## config.mk

```make
export PLATFORM = sky130hd
export DESIGN_NAME = mode_sel
export DESIGN_NICKNAME = d
export VERILOG_FILES = /design/src/rtl/mode_sel_pkg.sv /design/src/rtl/debounce.sv /design/src/rtl/mode_sel.sv
export SDC_FILE = /design/constraint.sdc
export NUM_CORES = 1
export LEC_CHECK = 0
export ABC_CLOCK_PERIOD_IN_PS = 2600
export BUFFER_PORTS_ARGS = -buffer_cell sky130_fd_sc_hd__clkbuf_2
export CAP_MARGIN = 10
export CORE_ASPECT_RATIO = 1.75
export CORE_MARGIN = 2
export CORE_UTILIZATION = 62
export DETAILED_ROUTE_END_ITERATION = 16
export GPL_ROUTABILITY_DRIVEN = 0
export PLACE_DENSITY_LB_ADDON = 0.25
export SYNTH_ARGS = -nofsm -noshare
export SYNTH_HDL_FRONTEND = slang
export SYNTH_SLANG_ARGS = --single-unit
```

## constraint.sdc

```tcl
create_clock -name clk_i -period 2.6 [get_ports clk_i]
set_input_delay 0.52 -clock clk_i [delete_from_list [all_inputs] [get_ports clk_i]]
set_output_delay 0.52 -clock clk_i [all_outputs]
set_load 0.03 [all_outputs]
```

## src/rtl/mode_sel_pkg.sv

```systemverilog
// rtl/mode_sel_pkg.sv - shared video-pipeline mode constants, types and helpers
package mode_sel_pkg;

  localparam int unsigned MODE_W     = 3;
  localparam int unsigned NMODES_MIN = 2;
  localparam int unsigned NMODES_MAX = 8;

  typedef logic [MODE_W-1:0] mode_t;

  typedef enum logic [1:0] {
    IDLE,
    PRESSED,
    HELD
  } next_state_e;

  function automatic mode_t mode_inc(input mode_t m, input int unsigned n);
    return (32'(m) == n - 1) ? '0 : m + mode_t'(1);
  endfunction

  function automatic mode_t mode_dec(input mode_t m, input int unsigned n);
    return (m == '0) ? mode_t'(n - 1) : m - mode_t'(1);
  endfunction

endpackage

```

## src/rtl/debounce.sv

```systemverilog
// rtl/debounce.sv - two-flop synchronizer plus counting debouncer with press-event output
module debounce #(
  parameter int unsigned DEB_CYCLES = 2000000
) (
  input  logic clk_i,
  input  logic rst_ni,
  input  logic btn_i,
  output logic level_o,
  output logic press_o
);

  logic        sync_q1;
  logic        sync_q2;
  logic        d_q;
  logic        d_prev_q;
  logic [31:0] cnt_q;

  // The level only flips after the synchronized input has disagreed with it
  // for DEB_CYCLES consecutive cycles; any agreement restarts the count.
  always_ff @(posedge clk_i) begin
    if (!rst_ni) begin
      sync_q1  <= 1'b0;
      sync_q2  <= 1'b0;
      d_q      <= 1'b0;
      d_prev_q <= 1'b0;
      cnt_q    <= '0;
    end else begin
      sync_q1  <= btn_i;
      sync_q2  <= sync_q1;
      d_prev_q <= d_q;
      if (sync_q2 == d_q) begin
        cnt_q <= '0;
      end else if (cnt_q == DEB_CYCLES - 1) begin
        d_q   <= ~d_q;
        cnt_q <= '0;
      end else begin
        cnt_q <= cnt_q + 32'd1;
      end
    end
  end

  assign level_o = d_q;
  assign press_o = d_q & ~d_prev_q;

endmodule

```

## src/rtl/mode_sel.sv

```systemverilog
// rtl/mode_sel.sv - button-driven mode selector with wrap-around and long-press reset to mode 0
module mode_sel
  import mode_sel_pkg::*;
#(
  parameter int unsigned DEB_CYCLES  = 2000000,
  parameter int unsigned LONG_CYCLES = 200000000,
  parameter int unsigned NMODES      = 8
) (
  input  logic              clk_i,
  input  logic              rst_ni,
  input  logic              btn_next_i,
  input  logic              btn_prev_i,
  output logic [MODE_W-1:0] mode_o,
  output logic              mode_chg_o
);

  localparam int unsigned NM = (NMODES < NMODES_MIN) ? NMODES_MIN :
                               (NMODES > NMODES_MAX) ? NMODES_MAX : NMODES;

  logic        next_level;
  logic        next_press;
  logic        prev_level_unused;
  logic        prev_press;
  logic        long_press;

  next_state_e state_q, state_d;
  logic [31:0] hold_q, hold_d;
  mode_t       mode_q, mode_d;
  logic        chg_q;

  debounce #(.DEB_CYCLES(DEB_CYCLES)) u_deb_next (
    .clk_i   (clk_i),
    .rst_ni  (rst_ni),
    .btn_i   (btn_next_i),
    .level_o (next_level),
    .press_o (next_press)
  );

  debounce #(.DEB_CYCLES(DEB_CYCLES)) u_deb_prev (
    .clk_i   (clk_i),
    .rst_ni  (rst_ni),
    .btn_i   (btn_prev_i),
    .level_o (prev_level_unused),
    .press_o (prev_press)
  );

  assign long_press = (state_q == PRESSED) && next_level && (hold_q == LONG_CYCLES - 1);

  always_comb begin
    state_d = state_q;
    hold_d  = hold_q;
    mode_d  = mode_q;

    case (state_q)
      IDLE: begin
        hold_d = '0;
        if (next_press) state_d = PRESSED;
      end
      PRESSED: begin
        if (!next_level) begin
          state_d = IDLE;
          hold_d  = '0;
        end else if (long_press) begin
          state_d = HELD;
          hold_d  = '0;
        end else begin
          hold_d = hold_q + 32'd1;
        end
      end
      HELD: begin
        hold_d = '0;
        if (!next_level) state_d = IDLE;
      end
      default: begin
        state_d = IDLE;
        hold_d  = '0;
      end
    endcase

    // Long-press overrides a simultaneous prev press; simultaneous next+prev cancel.
    if (long_press) begin
      mode_d = '0;
    end else if (next_press && !prev_press) begin
      mode_d = mode_inc(mode_q, NM);
    end else if (prev_press && !next_press) begin
      mode_d = mode_dec(mode_q, NM);
    end
  end

  always_ff @(posedge clk_i) begin
    if (!rst_ni) begin
      state_q <= IDLE;
      hold_q  <= '0;
      mode_q  <= '0;
      chg_q   <= 1'b0;
    end else begin
      state_q <= state_d;
      hold_q  <= hold_d;
      mode_q  <= mode_d;
      chg_q   <= (mode_d != mode_q);
    end
  end

  assign mode_o     = mode_q;
  assign mode_chg_o = chg_q;

endmodule

```

==> results of run 1 <==
[power by group through the flow]
stage	clock (uW)	combinational, uW	sequential [uW]
6_report	1490	20.2	1690
5_1_grt	1580	22.8	1690
4_1_cts	1510	20.4	1690
3_5_place_dp	0	20.3	1730
3_3_place_gp	0	19.9	1730
2_1_floorplan	0	14.2	1730
[per-layer routing]
metal,share of wire (%),track usage (%),vias to the layer above
li1,-,-,2037
met1,40,25.0,1928
met2,55,45.0,41
met3,1.3,2.55,18
met4,3.0,12.7,0
met5,0,0,-
[area by class of cell]
class | count | area, um^2
clock buffers | 11 | 253
clock inverters | 5 | 81.3
fillers | 616 | 2400
inverters | 11 | 41.3
multi-input cells | 441 | 2660
flip-flops and latches | 110 | 2200
well taps | 90 | 113
repair buffers | 16 | 103
[cells by family (layout without fill, tap and decap cells)]
family          Yosys count  in the layout  synth area share [%]
simple gates            307            307                  31.9
flops                   110            110                  44.0
xor+xnor                 79             79                  13.8
compound gates           46             46                  5.32
buf+inv                  28             43                  2.80
fa+ha+maj                 7              7                  1.75
mux                       2              2                 0.400
[flip-flops by register name (all words and copies together), names as in the netlist, 2 cells and up]
signal	count
state_q	2
u_deb_prev.cnt_q	32
hold_q	32
mode_o	3
u_deb_next.cnt_q	32
[worst max-delay path by stage]
stage,from,end,slack [ns],depth (start not counted)
detailed placement,hold_q[24]$_SDFF_PP0_,hold_q[3]$_SDFF_PP0_,0.37,5
global route,hold_q[23]$_SDFF_PP0_,hold_q[25]$_SDFF_PP0_,0.22,5
floorplan,hold_q[23]$_SDFF_PP0_,hold_q[27]$_SDFF_PP0_,0.69,7
finish,hold_q[23]$_SDFF_PP0_,hold_q[3]$_SDFF_PP0_,0.35,5
global placement,hold_q[23]$_SDFF_PP0_,hold_q[5]$_SDFF_PP0_,0.42,5
CTS,hold_q[24]$_SDFF_PP0_,hold_q[25]$_SDFF_PP0_,0.36,5
[stage by stage]
step           instance area [um^2]  worst slack, ns  hold slack (ns)
2_1_floorplan                  5000            0.694            0.411
3_3_place_gp                   5120            0.421            0.420
3_5_place_dp                   5120            0.369            0.422
4_1_cts                        5460            0.358            0.377
5_1_grt                        5460            0.224            0.397
6_report                       5460            0.350            0.380
[cells in the final DEF (no fill, tap or decap), drive strengths merged, types with 16 or more instances in the layout]
master,n
nand3,46
a21oi,19
nand4,23
nor4,18
dfxtp,110
xor2,44
nand2,37
nor2,97
clkbuf,18
xnor2,35
and3,16
==> impl_metrics.csv, run 1 <==
group,metric,value,unit
outcome,status,"completed",
cts,cts_made_buffers,9,
global_routing,grt_pass1_wl,16800,um
floorplan,io_pins,8,
setup_path,critPathKind,"reg2reg",
setup_path,rrSetupSlack,0.35,ns
floorplan,start_util,63.7,%
layout,final_nets,600,
pwr,peakVddDrop,0.000418,V
synthesis,ys_top_cells_by_count,"dfxtp_1, nor2_1, nand3_1, xor2_1, nand2_1",
synthesis,syn_area,0.00500,mm^2
timing,rsz0062_at_grt,"false",
synthesis,synth_area_leaders,"dfxtp_1, xor2_1, nor2_1",
timing,skew,0.00670,ns
setup_path,max_stage_delay,0.58,ns
hold_path,holdPathStages,2,
timing,worst_pin_slew,0.753,ns
placement,dp_cells,668,
run,maxCapViolations,0,
global_routing,grt_use_total,23.8,%
cts,cts_tree,"built",
hold_path,holdCritStartpoint,"btn_next_i",
pwr,leakage,0.00172,uW
setup_path,critPathBufInv,0,
setup_path,crit_path_end_kind,"register",
drt,antenna_left,0,
synthesis,synth-edff-count,0,
setup_path,arrival,2.47,ns
pwr,p_sw,608,uW
global_routing,antenna_found_initial,0,
layout,final_core_util,69.4,%
timing,drv_slew,0,
pwr,p_total,3200,uW
drt,routed_via_density,5.88,
floorplan,row_count,43,
layout,area_growth,9.00,%
synthesis,synth_top_cell_area_share,44.0,%
floorplan,die_area,0.00884,mm^2
setup_path,start_kind,"register",
pwr,p_clk_share,46.6,%
cts,clock_latency,0.34,ns
synthesis,yosysTopAreaCell,"dfxtp_1",
setup_path,path_delay_family,"simple AND/OR/NAND/NOR gates",
synthesis,synth_nets,590,
drt,drc_errors,0,
synthesis,synthCells,579,
timing,setup_viol,0,
pwr,power.internal,2590,uW
floorplan,die_h,123,um
drt,vias,4024,
cts,cts_sinks,110,
hold_path,hold_path_end,"u_deb_next.sync_q1$_SDFF_PN0_",
synthesis,synthFlopType,"dfxtp_1",
layout,antenna_cells,0,
cts,post_cts_buffers,0,
timing,min_period,2.25,ns
cts,hold_buffers,0,
setup_path,critPathSlowestCell,"or4_1",
drt,wl_per_cell,14.2,um
cts,path_clk_slew,0.07,ns
global_routing,grt_max_degree,33,
timing,finalCritPeriodShare,86.5,%
placement,io_buffers,7,
hold_path,hold_class,"in2reg",
synthesis,seq_area_frac_synth,44.0,%
floorplan,fp.coreArea,0.00786,mm^2
synthesis,ys_seq_elements,110,
timing,finalHoldViolations,0,
pwr,pwr-share-comb,0.6,%
setup_path,r2r_start,"hold_q[23]$_SDFF_PP0_",
global_routing,first_global_vias,3850,
setup_path,worstPathMaxFanout,32,
drt,drt-initial-drc-count,189,
synthesis,synthDistinctLibCells,40,
drt,drt_pass1_iterations,5,
synthesis,ys_async_sr_fraction,0,%
placement,dp_hpwl,6930,um
cts,cts-root-buf,"clkbuf_16",
cts,cts_resized,0,
pwr,power_frac_seq,52.8,%
drt,wl,9740,um
synthesis,avgSynthCellArea,8.64,um^2
setup_path,worst_ep_required_time,2.82,ns
setup_path,reg2reg_to,"hold_q[3]$_SDFF_PP0_",
global_routing,grt-ovfl-total,0,
pwr,swShare,19.0,%
cts,clockBufferDepth,2,
floorplan,die_x,71.9,um
synthesis,yosysMostFrequentCell,"dfxtp_1",
layout,drive_above_1_share,6.40,%
timing,finalSetupTns,0,ns
timing,fmax,445,MHz
pwr,power_density,586,mW/mm^2
cts,htree_levels,3,
setup_path,reg2reg_depth,5,
timing,slew_headroom,49.4,%
setup_path,worstPathCellList,"and4_4 -> or3b_1 -> or4_1 -> nand3_4 -> nor2_1",
synthesis,yosys_warnings,0,
layout,layout.cells.non_filler,684,
Note: power is estimated with default switching activity, not from simulation.
==> run 2: changes to the inputs <==
ABC_CLOCK_PERIOD_IN_PS = 2900   (was 2600)
BUFFER_PORTS_ARGS = -buffer_cell sky130_fd_sc_hd__buf_4   (was -buffer_cell sky130_fd_sc_hd__clkbuf_2)
CORE_UTILIZATION = 65   (was 62)
clock period = 2.9 ns   (was 2.6 ns; I/O delays follow)
==> impl_metrics.csv, run 2 (synthesis gave the netlist of run 1 again) <==
group,metric,value,unit
floorplan,start_util,66.6,%
floorplan,die_area,0.00845,mm^2
setup_path,worst_ep_required_time,3.12,ns
setup_path,start_kind,"register",
cts,clockBufferDepth,2,
drt,drt_pass1_iterations,4,
timing,drv_slew,0,
drt,drt-initial-drc-count,185,
cts,clock_latency,0.35,ns
timing,slew_headroom,42.1,%
timing,rsz0062_at_grt,"false",
hold_path,hold_class,"in2reg",
floorplan,row_count,42,
layout,final_cell_mix,"dfxtp_1, nor2_1, nand3_1, xor2_1, nand2_1",
setup_path,arrival,2.48,ns
cts,cts_resized,0,
global_routing,use_met3,4.20,%
layout,area_growth,8.97,%
timing,skew,0.00773,ns
global_routing,grt_use_met2,46.3,%
global_routing,grt-ovfl-total,0,
setup_path,worstPathMaxFanout,32,
run,maxCapViolations,0,
drt,wl,9990,um
setup_path,max_stage_delay,0.59,ns
pwr,leakage,0.00172,uW
layout,layout.cells.non_filler,678,
placement,io_buffers,7,
drt,drc_errors,0,
layout,multiInputGateArea,0.00266,mm^2
drt,routed_via_density,5.95,
placement,dp_cells,662,
placement,dp_hpwl,7090,um
timing,finalSetupTns,0,ns
setup_path,crit_path_end_kind,"register",
setup_path,critPathSlowestCell,"or4_1",
setup_path,critPathBufInv,0,
drt,wl_per_cell,14.7,um
setup_path,path_delay_family,"simple AND/OR/NAND/NOR gates",
floorplan,io_pins,8,
global_routing,grt_use_total,25.3,%
drt,vias,4032,
layout,drive_above_1_share,5.76,%
cts,path_clk_slew,0.07,ns
timing,finalCritPeriodShare,77.9,%
global_routing,busiest_layer,"met2",
cts,cts_tree,"built",
cts,cts_sinks,110,
drt,antenna_left,0,
global_routing,met1_usage,25.5,%
timing,worst_pin_slew,0.856,ns
global_routing,first_global_vias,3968,
pwr,power_density,540,mW/mm^2
setup_path,worstPathCellList,"and4_4 -> or3b_1 -> or4_1 -> nand3_4 -> nor2_1",
pwr,peakVddDrop,0.000526,V
global_routing,grt_max_degree,33,
timing,setup_viol,0,
pwr,p_total,2950,uW
layout,antenna_cells,0,
global_routing,grt_pass1_wl,17200,um
timing,finalHoldViolations,0,
layout,fillers,588,
outcome,status,"completed",
layout,final_nets,596,
timing,min_period,2.26,ns
cts,htree_levels,3,
cts,post_cts_buffers,0,
floorplan,die_h,120,um
layout,final_common_cell,"dfxtp_1",
cts,cts-root-buf,"clkbuf_16",
global_routing,antenna_found_initial,0,
floorplan,die_x,70.3,um
cts,hold_buffers,0,
cts,cts_made_buffers,9,
setup_path,critPathKind,"reg2reg",
layout,biggestRegsByFlops,"hold_q x32, u_deb_next.cnt_q x32, u_deb_prev.cnt_q x32",
floorplan,fp.coreArea,0.00751,mm^2
layout,seqCellArea,0.00220,mm^2
timing,fmax,443,MHz
==> run 2: per-stage QoR <==
stage / setup slack (ns) / hold WS (ns) / util (%) / cell area [um^2]
after floorplan: 0.994 / 0.411 / - / 5000
after global placement: 0.683 / 0.415 / 67.9 / 5110
after detailed placement: 0.664 / 0.418 / 67.9 / 5110
after CTS: 0.640 / 0.428 / 72.6 / 5450
after global routing: 0.437 / 0.442 / 72.6 / 5450
final: 0.641 / 0.432 / 72.6 / 5450
==> run 2: worst reg2reg max path, cell delays in order (launching register included) <==
cell and delay (ns):
dfxtp_1 0.43, and4_4 0.29, or3b_1 0.34, or4_1 0.59
nand3_4 0.38, nor2_1 0.11
==> run 2: where the power goes <==
group / total [uW] / internal, uW / switching [uW]
clock network: 1410 / 866 / 546
logic: 19.0 / 7.10 / 11.9
registers: 1510 / 1510 / 1.94
==> run 2: path summary, 6_finish.rpt <==
path	from	endpoint	slack, ns	cells past startpoint
min	btn_prev_i	u_deb_prev.sync_q1$_SDFF_PN0_	0.43	2
min reg2reg	u_deb_prev.sync_q1$_SDFF_PN0_	u_deb_prev.sync_q2$_SDFF_PN0_	0.43	1
max	hold_q[23]$_SDFF_PP0_	hold_q[15]$_SDFF_PP0_	0.64	5
max reg2reg	hold_q[23]$_SDFF_PP0_	hold_q[15]$_SDFF_PP0_	0.64	5
==> run 2: metal layers <==
metal  part of all wire (%)  vias up  routed length [um]
li1                       -     2028                   -
met1                     38     1908                3800
met2                     56       63                5560
met3                    1.9       33                 194
met4                    4.4        0                 436
met5                      0        -                   0
==> run 2: area by class of cell <==
class	instances	share of cell area [%]
Multi-Input combinational cell	441	48.8
Inverter	11	0.757
Tap cell	88	2.02
Clock buffer	10	4.38
Clock inverter	6	2.00
Timing Repair Buffer	12	1.65
Sequential cell	110	40.4
